<file path="config.mk">
export PLATFORM = sky130hd
export DESIGN_NAME = multiplier_pipe_nxn
export DESIGN_NICKNAME = d
export VERILOG_FILES = /design/src/rtl/multiplier_pipe_nxn.sv
export SDC_FILE = /design/constraint.sdc
export NUM_CORES = 1
export LEC_CHECK = 0
export CAP_MARGIN = 5
export CELL_PAD_IN_SITES_DETAIL_PLACEMENT = 1
export CELL_PAD_IN_SITES_GLOBAL_PLACEMENT = 2
export CORE_ASPECT_RATIO = 1.2
export CORE_UTILIZATION = 39
export DETAILED_ROUTE_END_ITERATION = 6
export PLACE_DENSITY = 0.86
export REMOVE_ABC_BUFFERS = 1
export SYNTH_ARGS = -nofsm -noshare
export SYNTH_HDL_FRONTEND = slang
export SYNTH_SLANG_ARGS = --single-unit
</file>
<file path="constraint.sdc">
create_clock -name clk -period 4.9 [get_ports clk]
set_input_delay 0.98 -clock clk [delete_from_list [all_inputs] [get_ports clk]]
set_output_delay 0.98 -clock clk [all_outputs]
set_load 0.01 [all_outputs]
</file>
<file path="src/rtl/multiplier_pipe_nxn.sv">
// Three-stage pipelined WIDTH x WIDTH multiplier built from four half-width partial products,
// with a valid/ready handshake, per-operation signed/unsigned mode and an opaque tag sideband.
module multiplier_pipe_nxn #(
  parameter int WIDTH     = 16,
  parameter int SIGNED_EN = 1,
  parameter int TAG_W     = 4
) (
  input  logic               clk,
  input  logic               rst_n,
  input  logic               in_valid,
  output logic               in_ready,
  input  logic [WIDTH-1:0]   a,
  input  logic [WIDTH-1:0]   b,
  input  logic               is_signed,
  input  logic [TAG_W-1:0]   in_tag,
  output logic               out_valid,
  input  logic               out_ready,
  output logic [2*WIDTH-1:0] p,
  output logic [TAG_W-1:0]   out_tag,
  output logic               busy
);

  localparam int HALF   = WIDTH / 2;
  localparam int PROD_W = 2 * WIDTH;
  localparam int MID_W  = WIDTH + 1;

  logic en;

  // Stage 1: operand magnitudes and sign bits
  logic             s1_valid_q, s1_valid_d;
  logic [WIDTH-1:0] s1_mag_a_q, s1_mag_a_d;
  logic [WIDTH-1:0] s1_mag_b_q, s1_mag_b_d;
  logic             s1_sa_q, s1_sa_d;
  logic             s1_sb_q, s1_sb_d;
  logic [TAG_W-1:0] s1_tag_q, s1_tag_d;

  // Stage 2: partial products and result sign
  logic             s2_valid_q, s2_valid_d;
  logic [WIDTH-1:0] s2_hh_q, s2_hh_d;
  logic [WIDTH-1:0] s2_hl_q, s2_hl_d;
  logic [WIDTH-1:0] s2_lh_q, s2_lh_d;
  logic [WIDTH-1:0] s2_ll_q, s2_ll_d;
  logic             s2_neg_q, s2_neg_d;
  logic [TAG_W-1:0] s2_tag_q, s2_tag_d;

  // Stage 3: final product, drives the outputs directly
  logic              s3_valid_q, s3_valid_d;
  logic [PROD_W-1:0] s3_p_q, s3_p_d;
  logic [TAG_W-1:0]  s3_tag_q, s3_tag_d;

  logic              signed_op;
  logic [MID_W-1:0]  mid_sum;
  logic [PROD_W-1:0] mag_sum;

  // The whole pipe advances together; a stalled output freezes every stage, bubbles included.
  assign en       = !s3_valid_q || out_ready;
  assign in_ready = en;

  assign signed_op = (SIGNED_EN != 0) && is_signed;

  // NOTE: every _d gets a full default (hold) before any conditional update, so no latches are inferred.
  always_comb begin
    s1_valid_d = s1_valid_q;
    s1_mag_a_d = s1_mag_a_q;
    s1_mag_b_d = s1_mag_b_q;
    s1_sa_d    = s1_sa_q;
    s1_sb_d    = s1_sb_q;
    s1_tag_d   = s1_tag_q;
    if (en) begin
      s1_valid_d = in_valid;
      s1_sa_d    = signed_op && a[WIDTH-1];
      s1_sb_d    = signed_op && b[WIDTH-1];
      // Magnitude of the most negative value is 2^(WIDTH-1), which still fits unsigned.
      s1_mag_a_d = s1_sa_d ? -a : a;
      s1_mag_b_d = s1_sb_d ? -b : b;
      s1_tag_d   = in_tag;
    end
  end

  always_comb begin
    s2_valid_d = s2_valid_q;
    s2_hh_d    = s2_hh_q;
    s2_hl_d    = s2_hl_q;
    s2_lh_d    = s2_lh_q;
    s2_ll_d    = s2_ll_q;
    s2_neg_d   = s2_neg_q;
    s2_tag_d   = s2_tag_q;
    if (en) begin
      s2_valid_d = s1_valid_q;
      s2_hh_d    = WIDTH'(s1_mag_a_q[WIDTH-1:HALF]) * WIDTH'(s1_mag_b_q[WIDTH-1:HALF]);
      s2_hl_d    = WIDTH'(s1_mag_a_q[WIDTH-1:HALF]) * WIDTH'(s1_mag_b_q[HALF-1:0]);
      s2_lh_d    = WIDTH'(s1_mag_a_q[HALF-1:0])     * WIDTH'(s1_mag_b_q[WIDTH-1:HALF]);
      s2_ll_d    = WIDTH'(s1_mag_a_q[HALF-1:0])     * WIDTH'(s1_mag_b_q[HALF-1:0]);
      s2_neg_d   = s1_sa_q ^ s1_sb_q;
      s2_tag_d   = s1_tag_q;
    end
  end

  // The magnitude product is at most 2^(2*WIDTH-2) (signed) or (2^WIDTH-1)^2 (unsigned),
  // so the sum is exact at 2*WIDTH bits; only the middle term needs its own carry bit.
  always_comb begin
    mid_sum = MID_W'(s2_hl_q) + MID_W'(s2_lh_q);
    mag_sum = (PROD_W'(s2_hh_q) << WIDTH) + (PROD_W'(mid_sum) << HALF) + PROD_W'(s2_ll_q);
  end

  always_comb begin
    s3_valid_d = s3_valid_q;
    s3_p_d     = s3_p_q;
    s3_tag_d   = s3_tag_q;
    if (en) begin
      s3_valid_d = s2_valid_q;
      // p keeps the last real result across bubbles rather than exposing stale stage data.
      if (s2_valid_q) begin
        s3_p_d   = s2_neg_q ? -mag_sum : mag_sum;
        s3_tag_d = s2_tag_q;
      end
    end
  end

  // NOTE: data registers are reset as well as the valid bits, so p and out_tag read 0 after reset.
  always_ff @(posedge clk or negedge rst_n) begin
    if (!rst_n) begin
      s1_valid_q <= 1'b0;
      s1_mag_a_q <= '0;
      s1_mag_b_q <= '0;
      s1_sa_q    <= 1'b0;
      s1_sb_q    <= 1'b0;
      s1_tag_q   <= '0;
      s2_valid_q <= 1'b0;
      s2_hh_q    <= '0;
      s2_hl_q    <= '0;
      s2_lh_q    <= '0;
      s2_ll_q    <= '0;
      s2_neg_q   <= 1'b0;
      s2_tag_q   <= '0;
      s3_valid_q <= 1'b0;
      s3_p_q     <= '0;
      s3_tag_q   <= '0;
    end else begin
      // NOTE: non-blocking assignments so every stage samples the pre-edge value of its predecessor.
      s1_valid_q <= s1_valid_d;
      s1_mag_a_q <= s1_mag_a_d;
      s1_mag_b_q <= s1_mag_b_d;
      s1_sa_q    <= s1_sa_d;
      s1_sb_q    <= s1_sb_d;
      s1_tag_q   <= s1_tag_d;
      s2_valid_q <= s2_valid_d;
      s2_hh_q    <= s2_hh_d;
      s2_hl_q    <= s2_hl_d;
      s2_lh_q    <= s2_lh_d;
      s2_ll_q    <= s2_ll_d;
      s2_neg_q   <= s2_neg_d;
      s2_tag_q   <= s2_tag_d;
      s3_valid_q <= s3_valid_d;
      s3_p_q     <= s3_p_d;
      s3_tag_q   <= s3_tag_d;
    end
  end

  assign out_valid = s3_valid_q;
  assign p         = s3_p_q;
  assign out_tag   = s3_tag_q;
  assign busy      = s1_valid_q || s2_valid_q || s3_valid_q;

endmodule

</file>
* Word-level counts from Yosys, hierarchy flattened
Cells that the tools add are included.
Storage, ports and cells: bits in registers 146, input port bits 41, output and inout port bits 39, word-level logic and storage cells 37
Cells by class: add/subtract/negate cells 6, $mul 4, muxes and demuxes 3, bitwise operators 1, reductions and logical operators 7
Operators with widths (count):
- $mul 8x8->16 | 4
- $add 32x16->32 | 1
- $add 32x25->32 | 1
- $mux 16 | 2
- $mux 32 | 1
- $neg 16->16 | 2
- $neg 32->32 | 1
- $add 16x16->17 | 1
- $logic_or 1x1->1 | 3
- $logic_and 1x1->1 | 2
- $reduce_and 2->1 | 1
- $logic_not 1->1 | 1
- $xor 1x1->1 | 1

* Longest topological paths before layout
Gate-level depths: netlist of run 1.
depth after elaboration 5, depth in mapped cells 22, depth with buffers taken out 22

* Least setup slack after synthesis of run 1
Ideal clock, no wire load.
path type reg2reg, from register s2_hl_q[0], to register s3_p_q[29] (netlist: p[29]), setup time 69 ps, arrival 4466 ps, required time 4831 ps, path slack 365 ps, stages on the path, launching flop included 22, buffers on the path 0, period minus slack after synthesis 4535 ps, cells stage by stage dfrtp_1 ha_1 inv_1 fa_1 nor2b_1 o21ai_0 a21oi_1 o21ai_0 a211oi_1 nor2_1 a211o_1 o21a_1 xnor2_1 ha_1 a21o_1 a211oi_1 a31oi_1 xnor2_1 a2bb2oi_1 nor3_2 or3_1 nand3_1
Between the ends: longest elaborated chain between the ends 5
RTL lines:
- from (decl) | RTL line 40 | logic [WIDTH-1:0] s2_hl_q, s2_hl_d;
- from (signal assigned) | RTL line 149 | s2_hl_q <= s2_hl_d;
- $add 16x16->17 (*) | RTL line 102 | mid_sum = MID_W'(s2_hl_q) + MID_W'(s2_lh_q);
- $add 32x25->32 (*) | RTL line 103 | mag_sum = (PROD_W'(s2_hh_q) << WIDTH) + (PROD_W'(mid_sum) << HALF) + PROD_W'(s2_ll_q);
- $add 32x16->32 (*) | RTL line 103
- $neg 32->32 | RTL line 114 | s3_p_d = s2_neg_q ? -mag_sum : mag_sum;
- $mux 32 (*) | RTL line 114
- to (signal assigned) | RTL line 155 | s3_p_q <= s3_p_d;
- to (decl) | RTL line 48 | logic [PROD_W-1:0] s3_p_q, s3_p_d;
Every way passes the cells marked *; elsewhere a longest branch is shown, timed or not. A chain may end at the register's enable or synchronous reset.

* Worst setup path after layout of run 1
from register s2_hl_q[0], to register s3_p_q[28] (netlist: p[28])
Same word-level chain as after synthesis.

==> results of run 1 <==
critical path: stages (launching register included):
cell and delay (ps):
sky130_fd_sc_hd__dfrtp_1 380, sky130_fd_sc_hd__ha_2 200, sky130_fd_sc_hd__inv_2 40, sky130_fd_sc_hd__fa_2 360, sky130_fd_sc_hd__nor2b_1 120, sky130_fd_sc_hd__o21ai_1 100, sky130_fd_sc_hd__a21oi_2 170, sky130_fd_sc_hd__o21ai_2 110
sky130_fd_sc_hd__a211oi_2 270, sky130_fd_sc_hd__nor2_1 70, sky130_fd_sc_hd__a211o_1 330, sky130_fd_sc_hd__o21a_1 220, sky130_fd_sc_hd__xnor2_2 160, sky130_fd_sc_hd__ha_1 340, sky130_fd_sc_hd__nand2_2 100, sky130_fd_sc_hd__nor3_2 220
sky130_fd_sc_hd__nand4b_1 180, sky130_fd_sc_hd__a311oi_2 330, sky130_fd_sc_hd__buf_4 190, sky130_fd_sc_hd__buf_4 100, sky130_fd_sc_hd__a21o_1 120, sky130_fd_sc_hd__o211ai_1 120, sky130_fd_sc_hd__o41ai_2 260, sky130_fd_sc_hd__xnor2_1 160
sky130_fd_sc_hd__o21ai_1 80
routing by layer:
| metal | wire length, microns | up-vias |
|---|---|---|
| met2 | 22000 | 207 |
| li1 | - | 6514 |
| met1 | 19600 | 6488 |
| met5 | 0 | - |
| met3 | 1070 | 78 |
| met4 | 1570 | 0 |
through the flow:
stage	worst slack, ps	std cells	area, sq um	utilization (%)	setup TNS [ps]
after floorplan	-3940	1855	16300	-	-326450
after global placement	37.1	2550	18300	43.8	0
after detailed placement	-35.4	2550	18300	43.8	-120
after CTS	9.74	2581	18900	45.2	0
after global routing	-209	2591	19200	45.9	-967
final	21.9	2592	19200	46.0	0
flip-flops by register name, indices dropped and copies added (netlist names):
register / count
s2_hh_q: 16
p: 32
s2_valid_q: 1
out_tag: 4
s2_neg_q: 1
s1_sa_q: 1
s1_tag_q: 4
s2_lh_q: 16
s2_hl_q: 16
s1_mag_a_q: 16
out_valid: 1
s1_sb_q: 1
s1_valid_q: 1
s2_ll_q: 16
s2_tag_q: 4
s1_mag_b_q: 16
cell type report:
class	instances	area, sq um	share of cell area, %
multi-input combinational	1478	12000	62.3
sequential	146	3670	19.1
timing repair buffer	159	1440	7.50
inverter	231	870	4.52
tap	546	683	3.55
clock buffer	17	425	2.21
clock inverter	14	168	0.872
antenna	1	2.50	0.0130
cells by family (layout without fill, tap and decap cells):
| group | count (synthesis) | count (layout) | share of synthesized area [%] |
|---|---|---|---|
| compound gates | 333 | 333 | 13.0 |
| xor+xnor | 116 | 116 | 6.13 |
| fa+ha+maj | 329 | 329 | 31.5 |
| buf+inv | 305 | 421 | 7.00 |
| flops | 146 | 146 | 22.1 |
| mux | 6 | 6 | 0.393 |
| other cells | 0 | 1 | 0 |
| simple gates | 694 | 694 | 19.9 |
worst max path at each step:
stage,depth (start not counted),slack (ps),to,startpoint
after floorplan,4,-3940,out_tag[0],out_ready
after global placement,23,40,p[30],s2_hl_q[0]
after detailed placement,23,-40,p[31],s2_hl_q[0]
after CTS,19,10,p[31],s2_hl_q[0]
after global routing,24,-210,p[28],s2_hl_q[0]
final,24,20,p[28],s2_hl_q[0]
cells in the mapped netlist (all sizes together), types with 18 or more instances:
master / n / area share [%]
nand2: 305 / 6.9
inv: 231 / 5.2
ha: 183 / 14
and2: 153 / 5.8
dfrtp: 146 / 22
fa: 146 / 18
o21ai: 110 / 3.4
nor2: 105 / 2.4
a21oi: 90 / 2.7
clkbuf: 69 / 1.6
xnor2: 64 / 3.4
xor2: 52 / 2.7
nand3: 29 / 0.88
nor3: 29 / 0.97
o31ai: 18 / 0.90
or3: 18 / 0.71
what timing repair did:
item                       4_1_cts  5_1_grt
setup buffers                    0       11
pin swaps                        0       26
setup endpoints to repair        8       26
resized for setup                6       60
==> flow_summary.ini, run 1 <==
[outcome]
outcome = complete, no violations

[sta]
timing_worst_slew_pin_value_ps = 1070
clock-skew-final_ps = 17.4
maxSlewViolCount = 0
report.final.setup_viol = 0
final_cycle_share_pct = 99.6
fin_worst_hold_slack_ps = 468
clock.fmax_ghz = 0.205
timing.final.hold_violations = 0
slew_headroom_pct = 28.6
rsz0062_at_grt = true
period_needed_ps = 4880

[synth]
register_bit_total_from_synthesis = 146
synth_cell_types = 70
seq_area_frac_synth_pct = 22.1
synth_warnings = 0
post_synth.cell_area_avg_sq_um = 8.59
ffs_w_async_s_r_synth_pct = 100
syn_inst = 1929
synth_flop_cell = sky130_fd_sc_hd__dfrtp_1
synth_edf_count = 0
post_synth_instance_area_sq_um = 16600

[layout]
final_cell_mix = sky130_fd_sc_hd__nand2_1, sky130_fd_sc_hd__inv_1, sky130_fd_sc_hd__ha_1
mostFrequentLayoutCell = sky130_fd_sc_hd__nand2_1
drive_gt1_share_pct = 9.73
num-fill-cells = 4917
flow.area_growth_from_synthesis_pct = 16.1
finish.net_count = 2403

[hold_path]
worstHoldStart = s2_tag_q[3]
whs_endpoint = s2_tag_q[3]
worst_hold_path_type = reg2reg
min_delay_path_depth = 2

[floorplan]
design.core.area_sq_um = 41900
placement_rows = 82
initial_utilization_pct = 39.6
io_pins = 80
die_span_x_microns = 190
floorplan.die_area_sq_um = 43300
vertical_die_dimension_microns = 228

[clock_network]
tritoncts.num_buffers = 17
worst_skew_late_latency_ps = 450
htree_levels = 4
cts_tree = yes
cts_hold_repair.buffers = 0
clk_root_buffer_cell = sky130_fd_sc_hd__clkbuf_16
clock-sinks = 146
cts.reportedPaths.clkPinSlew_ps = 70
cts-root-to-sink-buffers = 2

[job]
drv_cap = 0

[drt]
finalWirelength_microns = 44300
detailroute.via_count = 13287
drtIter0Drc = 513
final_antenna_net_count = 0
drt_pre_antenna_iters = 5
avgRoutedWirePerCell_microns = 17.1
route.detailed.drc = 0
vias_per_cell = 5.13

[critical_path]
critical_path_required_ps = 5210
critPathMaxFanout = 4
crit-reg2reg-launch = s2_hl_q[0]
critPathCaptureType = flop
r2r_end = p[28]
critical_path_arrival_ps = 5180
r2r_setup_slack_ps = 20
worst-r2r-cell-count = 24
crit_path_start_kind = flop
worstSetupPathType = reg2reg

[global_routing]
grt_use_met2_pct = 37.6
globalRouteMet3Util_pct = 2.28
grt_pass1_vias = 14601
gr-usage-met1_pct = 25.8
grt-ovfl-total = 0
grt_use_total_pct = 21.1
pin_count_of_the_biggest_net_entering_global_routing = 95
global_route.peak_usage_layer = met2
grt_antenna_before_repair = 0
grt_first_pass_wirelength_microns = 73100

[place]
portBuffers = 79
place_congestion = 0.848
place_hpwl_microns = 35700
Power of run 1 is left out: the tool's default activity adds up to more than one toggle a clock period on the data nets, which glitch-free logic cannot reach.
==> run 2: changes to the inputs <==
Settings changed: CELL_PAD_IN_SITES_DETAIL_PLACEMENT 1 to 0, CELL_PAD_IN_SITES_GLOBAL_PLACEMENT 2 to 1, CORE_UTILIZATION 39 to 48.
==> run 2 against run 1 <==
Maximum frequency increased by 4.6%. Die area decreased by 19%. Wire length decreased by 13%. Register-to-register slack improved by 210 ps. Clock skew decreased by 5.6 ps. Sequential cell count unchanged. Worst setup slack improved by 210 ps. Utilization increased by 9.9 points. Final cell count decreased by 4.0%. Global-route usage increased by 2.3 points. Via count decreased by 1.5%. Count of clock-buffer cells in the layout increased by 1.
==> flow_summary.ini, run 2 (synthesized netlist as in run 1, its figures left out) <==
[clock_network]
cts.reportedPaths.clkPinSlew_ps = 70
cts-root-to-sink-buffers = 2
clk_root_buffer_cell = sky130_fd_sc_hd__clkbuf_16
worst_skew_late_latency_ps = 440
tritoncts.num_buffers = 17
clock-sinks = 146
cts_tree = yes
htree_levels = 4

[sta]
slew_headroom_pct = 25.0
period_needed_ps = 4660
clock-skew-final_ps = 11.8
report.final.setup_viol = 0
clock.fmax_ghz = 0.214
rsz0062_at_grt = true
maxSlewViolCount = 0
finalWorstSetupSlack_ps = 235
final_cycle_share_pct = 95.2
timing.final.hold_violations = 0
timing_worst_slew_pin_value_ps = 1120
fin_worst_hold_slack_ps = 467

[place]
portBuffers = 79
place_hpwl_microns = 30300
place_congestion = 0.893
dpl_worst_slack_ps = -103
placed_cell_area_sq_um = 18100

[critical_path]
cp_num_buf_inv = 2
critPathCaptureType = flop
critical_path_arrival_ps = 4950
worst-r2r-cell-count = 22
timing.critical_path.max_delay_family = compound AO/OA/AOI/OAI gates
crit_path_top_delay_cell = sky130_fd_sc_hd__o41ai_2
critical_path.cell_chain = ha_2 -> inv_2 -> fa_2 -> nor2b_2 -> o21ai_2 -> a21oi_2 -> o21ai_2 -> a211oi_2 -> nor2_1 -> a211o_1 -> o21a_1 -> xnor2_2 -> ha_1 -> nand2_2 -> nor3_4 -> nand4b_1 -> a31oi_2 -> xnor2_1 -> buf_4 -> o41ai_2 -> xnor2_1 -> o21ai_1
critPathMaxFanout = 4
critical_path.max_stage_delay_ps = 360
critical_path_cell_count = 22
timing.critical_path.to = p[28]
crit_path_start_kind = flop
r2r_setup_slack_ps = 240
crit-reg2reg-launch = s2_hl_q[0]
worstSetupPathType = reg2reg
timing.critical_path.from = s2_hl_q[0]
r2r_end = p[28]
critical_path_required_ps = 5180

[layout]
drive_gt1_share_pct = 8.90
num-fill-cells = 3138
multi_input_comb_area_sq_um = 11900
flow.area_growth_from_synthesis_pct = 14.5
antenna_cells_inserted = 0
final_cell_mix = sky130_fd_sc_hd__nand2_1, sky130_fd_sc_hd__inv_1, sky130_fd_sc_hd__ha_1
mostFrequentLayoutCell = sky130_fd_sc_hd__nand2_1
max_ffs_per_register = 32
sequential_cell_area_sq_um = 3670
finish.net_count = 2391
post-route-cell-area_sq_um = 19000

[global_routing]
grt-ovfl-total = 0
pin_count_of_the_biggest_net_entering_global_routing = 121
grt_antenna_before_repair = 0
grt_first_pass_wirelength_microns = 65300
grt_pass1_vias = 13361
grt_use_total_pct = 23.4

[drt]
drtIter0Drc = 564
vias_per_cell = 5.26
finalWirelength_microns = 38500
final_antenna_net_count = 0
detailroute.via_count = 13087
route.detailed.drc = 0
avgRoutedWirePerCell_microns = 15.5
drt_pre_antenna_iters = 5

[floorplan]
initial_utilization_pct = 48.7
floorplan.die_area_sq_um = 35300
die_span_x_microns = 172
placement_rows = 74
vertical_die_dimension_microns = 205
design.core.area_sq_um = 34000
io_pins = 80

[hold_path]
worst_hold_path_type = reg2reg
worstHoldStart = s2_tag_q[0]

[job]
drv_cap = 0

[outcome]
outcome = complete, no violations
[run 2: changes by cell type in the layout (fill, tap and decap cells not counted), sizes merged]
cell	previous run	this run
clkinv	2	1
diode	1	0
clkinvlp	2	3
clkbuf	17	18
inv	239	237
bufinv	2	3
buf	81	69
[run 2: how the worst min path moves through the flow]
| stage | endpoint | cells past startpoint |
|---|---|---|
| 6_report | s2_tag_q[0] | 2 |
| 5_1_grt | s2_tag_q[0] | 2 |
| 4_1_cts | s2_tag_q[0] | 2 |
| 3_5_place_dp | s2_tag_q[0] | 2 |
| 3_3_place_gp | s2_tag_q[3] | 2 |
| 2_1_floorplan | s2_tag_q[0] | 2 |
[run 2: final cells by class]
| class | instances | area share (%) |
|---|---|---|
| inverter | 231 | 4.58 |
| clock inverter | 13 | 0.910 |
| tap | 456 | 3.01 |
| multi-input combinational | 1478 | 62.9 |
| timing repair buffer | 147 | 6.93 |
| clock buffer | 18 | 2.31 |
| sequential | 146 | 19.3 |
[run 2: worst reg2reg max path: stages, from the launching register on]
cell                       delay (ps)
sky130_fd_sc_hd__dfrtp_1          350
sky130_fd_sc_hd__ha_2             190
sky130_fd_sc_hd__inv_2             40
sky130_fd_sc_hd__fa_2             340
sky130_fd_sc_hd__nor2b_2          130
sky130_fd_sc_hd__o21ai_2           70
sky130_fd_sc_hd__a21oi_2          160
sky130_fd_sc_hd__o21ai_2           90
sky130_fd_sc_hd__a211oi_2         270
sky130_fd_sc_hd__nor2_1            70
sky130_fd_sc_hd__a211o_1          320
sky130_fd_sc_hd__o21a_1           220
sky130_fd_sc_hd__xnor2_2          150
sky130_fd_sc_hd__ha_1             340
sky130_fd_sc_hd__nand2_2          130
sky130_fd_sc_hd__nor3_4           230
sky130_fd_sc_hd__nand4b_1         190
sky130_fd_sc_hd__a31oi_2          270
sky130_fd_sc_hd__xnor2_1          170
sky130_fd_sc_hd__buf_4            190
sky130_fd_sc_hd__o41ai_2          360
sky130_fd_sc_hd__xnor2_1          160
sky130_fd_sc_hd__o21ai_1           70
[run 2: timing repair]
| item | in CTS | in global routing |
|---|---|---|
| setup endpoints to repair | 4 | 28 |
| resized for setup | 3 | 51 |
| hold buffers | 0 | 0 |
| setup buffers | 0 | 6 |
| pin swaps | 0 | 12 |
[run 2: per-stage QoR]
| step | TNS, ps | util, % | cells |
|---|---|---|---|
| after global placement | 0 | 53.3 | 2452 |
| after CTS | 0 | 55.2 | 2483 |
| after global routing | -519 | 55.8 | 2489 |
| after detailed placement | -162 | 53.3 | 2452 |
| after floorplan | -326450 | - | 1855 |
| final | 0 | 55.8 | 2489 |
[run 2: layer usage]
layer  wire (microns)  vias up  track usage (%)
met5                0        -                0
met4             1380        0             9.44
met3             1440       68             3.71
met2            18800      254             41.0
met1            16900     6264             28.5
li1                 -     6501                -
Power of run 2 is left out for the same reason.
